### config.mk
export PLATFORM = sky130hd
export DESIGN_NAME = multicycle_conunit
export DESIGN_NICKNAME = d
export VERILOG_FILES = /design/src/rtl/multicycle_conunit.sv
export SDC_FILE = /design/constraint.sdc
export NUM_CORES = 1
export LEC_CHECK = 0
export ABC_CLOCK_PERIOD_IN_PS = 3500
export BUFFER_PORTS_ARGS = -buffer_cell sky130_fd_sc_hd__buf_2
export CAP_MARGIN = 20
export CORE_AREA = 10 10 54 56
export CTS_CLUSTER_DIAMETER = 150
export DETAILED_ROUTE_END_ITERATION = 8
export DIE_AREA = 0 0 64 66
export MAX_ROUTING_LAYER = met4
export PLACE_DENSITY = 0.82
export SLEW_MARGIN = 20
export SYNTH_ARGS = -nofsm -noshare
export SYNTH_HDL_FRONTEND = slang
export SYNTH_SLANG_ARGS = --single-unit
### constraint.sdc
create_clock -name Clk -period 3.5 [get_ports Clk]
set_input_delay 0.35 -clock Clk [delete_from_list [all_inputs] [get_ports Clk]]
set_output_delay 0.35 -clock Clk [all_outputs]
set_load 0.05 [all_outputs]
### src/rtl/multicycle_conunit.sv
// Multi-cycle MIPS control FSM with precise traps, eret and IRQ_N prioritised interrupts.
// Optional overflow trap on add/sub/addi is enabled by defining OVF_TRAP_EN.
module multicycle_conunit #(
    parameter int unsigned IRQ_N    = 4,
    parameter int unsigned IRQ_PRIO = 0
) (
    input  logic             Clk,
    input  logic             Reset,
    input  logic [5:0]       Op,
    input  logic [5:0]       Func,
    input  logic             Z,
    input  logic             V,
    input  logic [IRQ_N-1:0] Irq,
    input  logic             Ie,
    input  logic             Mrdy,
    output logic             Mreq,
    output logic             Iord,
    output logic             Wir,
    output logic             Wpc,
    output logic [2:0]       Pcsrc,
    output logic             Regrt,
    output logic             Se,
    output logic             Aluqb,
    output logic             Reg2reg,
    output logic [1:0]       Aluc,
    output logic             Wreg,
    output logic             Wmem,
    output logic             Wepc,
    output logic             Epcsel,
    output logic             Wcause,
    output logic [4:0]       Cause,
    output logic [IRQ_N-1:0] Irq_ack,
    output logic [2:0]       State
);

    localparam int unsigned IdxW     = (IRQ_N > 1) ? $clog2(IRQ_N) : 1;
    localparam logic [4:0]  CauseInt = 5'd0;
    localparam logic [4:0]  CauseRi  = 5'd10;
    localparam logic [4:0]  CauseOv  = 5'd12;

    typedef enum logic [2:0] {
        StIf  = 3'd0,
        StId  = 3'd1,
        StExe = 3'd2,
        StMem = 3'd3,
        StWb  = 3'd4,
        StExc = 3'd5
    } state_e;

    state_e            r_state;
    logic [4:0]        r_cause;
    logic [IdxW-1:0]   r_irq_idx;

    logic w_rtype, w_add, w_sub, w_and, w_or, w_addi, w_andi, w_ori;
    logic w_lw, w_sw, w_beq, w_bne, w_j, w_eret;
    logic w_alu_r, w_alu, w_branch, w_mem, w_valid, w_taken, w_ovf, w_irq_take;
    logic [IdxW-1:0] w_irq_idx;

    assign w_rtype  = (Op == 6'b000000);
    assign w_add    = w_rtype & (Func == 6'b100000);
    assign w_sub    = w_rtype & (Func == 6'b100010);
    assign w_and    = w_rtype & (Func == 6'b100100);
    assign w_or     = w_rtype & (Func == 6'b100101);
    assign w_addi   = (Op == 6'b001000);
    assign w_andi   = (Op == 6'b001100);
    assign w_ori    = (Op == 6'b001101);
    assign w_lw     = (Op == 6'b100011);
    assign w_sw     = (Op == 6'b101011);
    assign w_beq    = (Op == 6'b000100);
    assign w_bne    = (Op == 6'b000101);
    assign w_j      = (Op == 6'b000010);
    assign w_eret   = (Op == 6'b010000) & (Func == 6'b011000);
    assign w_alu_r  = w_add | w_sub | w_and | w_or;
    assign w_alu    = w_alu_r | w_addi | w_andi | w_ori;
    assign w_branch = w_beq | w_bne;
    assign w_mem    = w_lw | w_sw;
    assign w_valid  = w_alu | w_branch | w_mem | w_j | w_eret;
    assign w_taken  = (w_beq & Z) | (w_bne & ~Z);

`ifdef OVF_TRAP_EN
    assign w_ovf = (w_add | w_sub | w_addi) & V;
`else
    logic w_unused_v;
    assign w_unused_v = V;
    assign w_ovf      = 1'b0;
`endif

    // Decode fields: Aluc 00 add, 01 sub, 10 and, 11 or.
    assign Regrt   = w_addi | w_andi | w_ori | w_lw;
    assign Se      = w_addi | w_lw | w_sw | w_beq | w_bne;
    assign Aluqb   = w_alu_r | w_branch;
    assign Reg2reg = ~w_lw;
    assign Aluc    = {w_and | w_andi | w_or | w_ori, w_sub | w_branch | w_or | w_ori};

    assign w_irq_take = Ie & (|Irq);

    // Later loop assignments win, so loop direction sets the priority.
    always_comb begin
        w_irq_idx = '0;
        if (IRQ_PRIO == 0) begin
            for (int i = int'(IRQ_N) - 1; i >= 0; i--) begin
                if (Irq[i]) w_irq_idx = IdxW'(i);
            end
        end else begin
            for (int i = 0; i < int'(IRQ_N); i++) begin
                if (Irq[i]) w_irq_idx = IdxW'(i);
            end
        end
    end

    always_ff @(posedge Clk) begin
        if (Reset) begin
            r_state   <= StIf;
            r_cause   <= '0;
            r_irq_idx <= '0;
        end else begin
            case (r_state)
                StIf: begin
                    if (w_irq_take) begin
                        r_state   <= StExc;
                        r_cause   <= CauseInt;
                        r_irq_idx <= w_irq_idx;
                    end else if (Mrdy) begin
                        r_state <= StId;
                    end
                end
                StId: begin
                    if (!w_valid) begin
                        r_state <= StExc;
                        r_cause <= CauseRi;
                    end else if (w_j | w_eret) begin
                        r_state <= StIf;
                    end else begin
                        r_state <= StExe;
                    end
                end
                StExe: begin
                    if (w_branch) begin
                        r_state <= StIf;
                    end else if (w_mem) begin
                        r_state <= StMem;
                    end else if (w_ovf) begin
                        r_state <= StExc;
                        r_cause <= CauseOv;
                    end else begin
                        r_state <= StWb;
                    end
                end
                StMem: begin
                    if (Mrdy) r_state <= w_sw ? StIf : StWb;
                end
                StWb:    r_state <= StIf;
                StExc:   r_state <= StIf;
                default: r_state <= StIf;
            endcase
        end
    end

    always_comb begin
        Mreq    = 1'b0;
        Iord    = 1'b0;
        Wir     = 1'b0;
        Wpc     = 1'b0;
        Pcsrc   = 3'b000;
        Wreg    = 1'b0;
        Wmem    = 1'b0;
        Wepc    = 1'b0;
        Epcsel  = 1'b0;
        Wcause  = 1'b0;
        Irq_ack = '0;
        case (r_state)
            StIf: begin
                if (!w_irq_take) begin
                    Mreq = 1'b1;
                    Wir  = Mrdy;
                    Wpc  = Mrdy;
                end
            end
            StId: begin
                if (w_valid && w_j) begin
                    Wpc   = 1'b1;
                    Pcsrc = 3'b011;
                end else if (w_valid && w_eret) begin
                    Wpc   = 1'b1;
                    Pcsrc = 3'b100;
                end
            end
            StExe: begin
                if (w_branch && w_taken) begin
                    Wpc   = 1'b1;
                    Pcsrc = 3'b010;
                end
            end
            StMem: begin
                Mreq = 1'b1;
                Iord = 1'b1;
                Wmem = w_sw;
            end
            StWb: Wreg = 1'b1;
            StExc: begin
                Wepc   = 1'b1;
                Wcause = 1'b1;
                Wpc    = 1'b1;
                Pcsrc  = 3'b101;
                // Faults point EPC back at the faulting instruction; interrupts resume at PC.
                Epcsel = (r_cause != CauseInt);
                if (r_cause == CauseInt) Irq_ack[r_irq_idx] = 1'b1;
            end
            default: ;
        endcase
        if (Reset) begin
            Mreq    = 1'b0;
            Wir     = 1'b0;
            Wpc     = 1'b0;
            Wreg    = 1'b0;
            Wmem    = 1'b0;
            Wepc    = 1'b0;
            Wcause  = 1'b0;
            Irq_ack = '0;
        end
    end

    assign Cause = r_cause;
    assign State = r_state;

endmodule
# Yosys cells after proc, flatten, opt, wreduce, memory -nomap -nowiden
# Cells that the tools add are included.
# totals
ff_bits	10
elab_cells	123
# classes
order_cmp	2
n_mux	44
reduce_logical	13
eq_ne	23
n_bitwise	38
# op_table
operator	count
== test 6 bit, second input constant	6
OR 1 bit	28
two-way mux 3 bit	9
== test 6 x 4 -> 1 bit, second input constant	3
two-way mux 1 bit	18
== test 6 x 3 -> 1 bit, second input constant	2
== test 6 x 5 -> 1 bit, second input constant	2
two-way mux 2 bit	6
two-way mux 4 bit	3
one-hot mux 3 bit (4 select lines)	1
two-way mux 5 bit	2
one-hot mux 5 bit (2 select lines)	1
one-hot mux 3 bit (3 select lines)	1
AND 1 bit	8
== test 3 x 2 -> 1 bit, second input constant	2
== test 3 bit, second input constant	2
== test 6 x 2 -> 1 bit, second input constant	1
logical NOT 6 bit	1
!= test 2 bit, second input constant	3
logical NOT 5 bit	1
nonzero test 5 bit	1
logical AND 1 bit	4
one-hot mux 1 bit (4 select lines)	1
AND reduction 2 bit	2
other kinds (11)	12

# Depth between registers and ports, before layout
# depth
depth_word	17
mapped_depth	6
depth_no_buf	5

# Least setup slack after synthesis
# No wires, ideal clock.
# synth_path
path_type	register to output
from	register r_state[1], in the netlist State[1]
to	output Wmem
path_stages_with_launch	5
setup_slack_ps	-72
n_path_buf	1
arrival_time_ps	3222
cell_sequence	dfxtp_1 > clkbuf_1 > nor2b_1 > and2_1 > nor4bb_1
# synth_between
elab_chain_cells	3
# synth_lines
item	line_no	rtl
from (decl)	50	state_e r_state;
from (signal assigned)	113	r_state <= StIf;
from (signal assigned)	120	r_state <= StExc;
from (signal assigned)	124	r_state <= StId;
== test 3 x 2 -> 1 bit	171	case (r_state)
two-way mux 1 bit	171	
two-way mux 1 bit	211	if (Reset) begin
to (decl)	27	output logic Wmem,
# No other way between the ends.

# Final worst setup path
# layout_path
from	register r_state[0], in the netlist State[0]
to	output Irq_ack[1]
# layout_between
elab_chain_cells	3
# layout_lines
item	line_no	rtl
== test 3 bit	171	
two-way mux 4 bit	171	
two-way mux 4 bit	211	
to (decl)	32	output logic [IRQ_N-1:0] Irq_ack,
# No other way between the ends.

==> flow_metrics.tcl <==
set metrics [dict create \
    outcome "completed" \
    htreeDepth 1 \
    ctsResizeCount 0 \
    clockRootBuffer "clkbuf_4" \
    period_needed_ps 2385 \
    maxCapViolCount 0 \
    cts_tree "done" \
    clock.fmax_ghz 0.4193 \
    ys_types 39 \
    synth_area_per_cell_um2 6.632 \
    cpPeakStageDelay_ps 580 \
    drcViolationCount 0 \
    rows 16 \
    postRouteAntennaNets 0 \
    ctsHoldBuffers 0 \
    required_ps 3150 \
    nets 188 \
    cp_max_fo 14 \
    clockBufferDepth 2 \
    drive_above_1_share_pct 34.15 \
    route.vias.total 1043 \
    peakVddDrop_mv 0.1278 \
    min_path_type "in -> reg" \
    finalSetupViolations 0 \
    rsz0062_at_grt "no" \
    ios 52 \
    routed_wl_um 2618 \
    cp-end-kind "output pin" \
    dr.pass1.iters 4 \
    grt_busiest_layer "met2" \
    syn_inst 123 \
    yosysWarningCount 0 \
    ys_ff_latch 6 \
    die_height_um 66 \
    cp-start-kind "flop" \
    grt_pass1_wl_um 4298 \
    p_leak_nw 0.5211 \
    met1_usage_pct 15.12 \
    use_met3_pct 5.085 \
    antenna_cells 0 \
    crit_chain "nor3b_1 -> and2_1 -> nor2b_1 -> nand2_1 -> nor2_1 -> buf_2" \
    ys_seq_area_share_pct 14.72 \
    cp_data_arrival_time_ps 2030 \
    layout_commonest_cell "buf_2" \
    final_util_pct 55.66 \
    syn_to_final_growth_pct 29.76 \
    syn-cell-area_um2 815.8 \
    die_area_um2 4224 \
    final_cell_mix "47 x buf_2, 18 x nor2_1, 12 x nand2_1" \
    finalWeightedCongestion 0.7824 \
    port_buffers 47 \
    fin_area_um2 1059 \
    fill_cells 195 \
    insertion_delay_ps 240 \
    path_class "reg -> out" \
    core_area_um2 1902 \
    grt_pass1_vias 1007 \
    cp_slowest_cell "dfxtp_1" \
    antenna_found_initial 0 \
    placed_cell_area_um2 1036 \
    track_usage_pct 12.35 \
    fin_crit_sh_pct 68.14 \
    grt_max_degree 15 \
    grtUsageMet2_pct 18.16 \
    hold_violations 0 \
    dp_hpwl_um 2169 \
    avgRoutedWirePerCell_um 13.71 \
    viasPerCell 5.461 \
    powerDensity_nw_per_um2 301.9 \
    clkTransAtPathRegs_ps 40 \
    drt_iter0_markers 69 \
    numCtsBuffers 3 \
    finalSetupTns_ps 0 \
    skew_ps 2.993 \
    gr-total-overflow 0 \
    start_util_pct 42.89 \
    slew_viol_final 0 \
    clock-sinks 6 \
    post_cts_buffers 0 \
    die_x_um 64 \
]
==> final timing paths <==
| check | from | end | slack, ps | depth (start not counted) |
|---|---|---|---|---|
| setup / recovery | State[0]$_SDFFE_PP0P_ | Irq_ack[1] | 1120 | 6 |
| hold / removal | Reset | r_irq_idx[0]$_SDFFE_PP0P_ | 420 | 2 |
| setup reg to reg | State[0]$_SDFFE_PP0P_ | State[0]$_SDFFE_PP0P_ | 2020 | 3 |
| hold reg to reg | Cause[1]$_SDFFE_PP0P_ | Cause[1]$_SDFFE_PP0P_ | 560 | 2 |
==> cell type report <==
type	count	area [µm²]	area share, %
clock buffers	3	22.52	2.128
inverters	3	11.26	1.064
multi-input cells	105	635.6	60.05
flip-flops and latches	6	120.1	11.35
well taps	27	33.78	3.191
repair buffers	47	235.2	22.22
==> stage by stage <==
stage          setup WS, ps  std cells  total power [mW]  hold slack [ps]
6_report               1115        191            0.3196            417.0
5_1_grt               917.4        191            0.3428            416.2
3_3_place_gp           1223        188            0.2550            529.4
2_1_floorplan         331.8        125            0.2180            513.7
3_5_place_dp           1244        188            0.2580            553.2
4_1_cts                1116        191            0.3232            410.3
==> kinds of logic (layout without fill, tap and decap cells) <==
logic type,Yosys count,count (layout),share of synthesized area [%]
multiplexers,3,3,3.681
buffers and inverters,14,53,9.049
XOR/XNOR,1,1,1.074
flip-flops,6,6,14.72
AO/OA/AOI/OAI,27,27,21.93
AND/OR/NAND/NOR,71,71,49.08
other,1,3,0.4597
==> worst max-delay path, delay by kind of cell, from the launching register on <==
family	cells	cell delay, ps
and+or+nand+nor	5	930
DFF	1	580
buffers and inverters	1	270
==> flip-flops by register name (all words and copies together), names as in the netlist <==
signal     cells
r_irq_idx      2
State          3
Cause          1
==> power by group <==
group,internal (mW),switching (mW),total [mW]
clock,0.0386,0.0222,0.0608
combinational,0.0485,0.118,0.166
sequential,0.0757,0.0170,0.0928
total,0.163,0.157,0.320
==> cells in the mapped netlist <==
master	count	area share, %
clkbuf_1	3	1.4
buf_4	5	4.6
a32o_1	1	1.2
nand4b_4	1	2.9
dfxtp_1	6	15
and2_4	1	1.1
conb_1	1	0.46
nand2b_1	4	3.1
a31oi_1	2	1.5
or3_1	1	0.77
nand2_1	12	5.5
nor3_2	1	1.2
o21ai_0	8	4.9
nor4b_1	4	4.3
buf_2	2	1.2
inv_1	3	1.4
nor2_1	18	8.3
a221o_1	1	1.2
and2_1	2	1.5
nand4_1	3	2.3
or2b_1	1	0.92
a21boi_1	1	0.92
or2_2	1	0.77
nor4bb_1	1	1.2
nand3_1	3	1.8
a21boi_0	1	0.92
a22oi_1	1	0.92
xor2_1	1	1.1
nor3_1	6	3.7
nor3b_1	3	2.8
buf_1	1	0.46
a41oi_1	1	1.1
o21a_1	1	0.92
o41a_1	1	1.4
o32ai_2	1	2.0
a21oi_1	8	4.9
and3_1	2	1.5
mux2i_1	3	3.7
nor2b_1	7	5.4
==> per-layer routing <==
layer | part of all wire (%) | wire [µm] | vias to the layer above
met5 | 0 | 0 | -
met4 | 0.23 | 6 | 0
met3 | 10 | 269 | 2
met2 | 42 | 1090 | 55
met1 | 48 | 1252 | 467
li1 | - | - | 519
No activity file was read; power rests on OpenSTA's default activity.
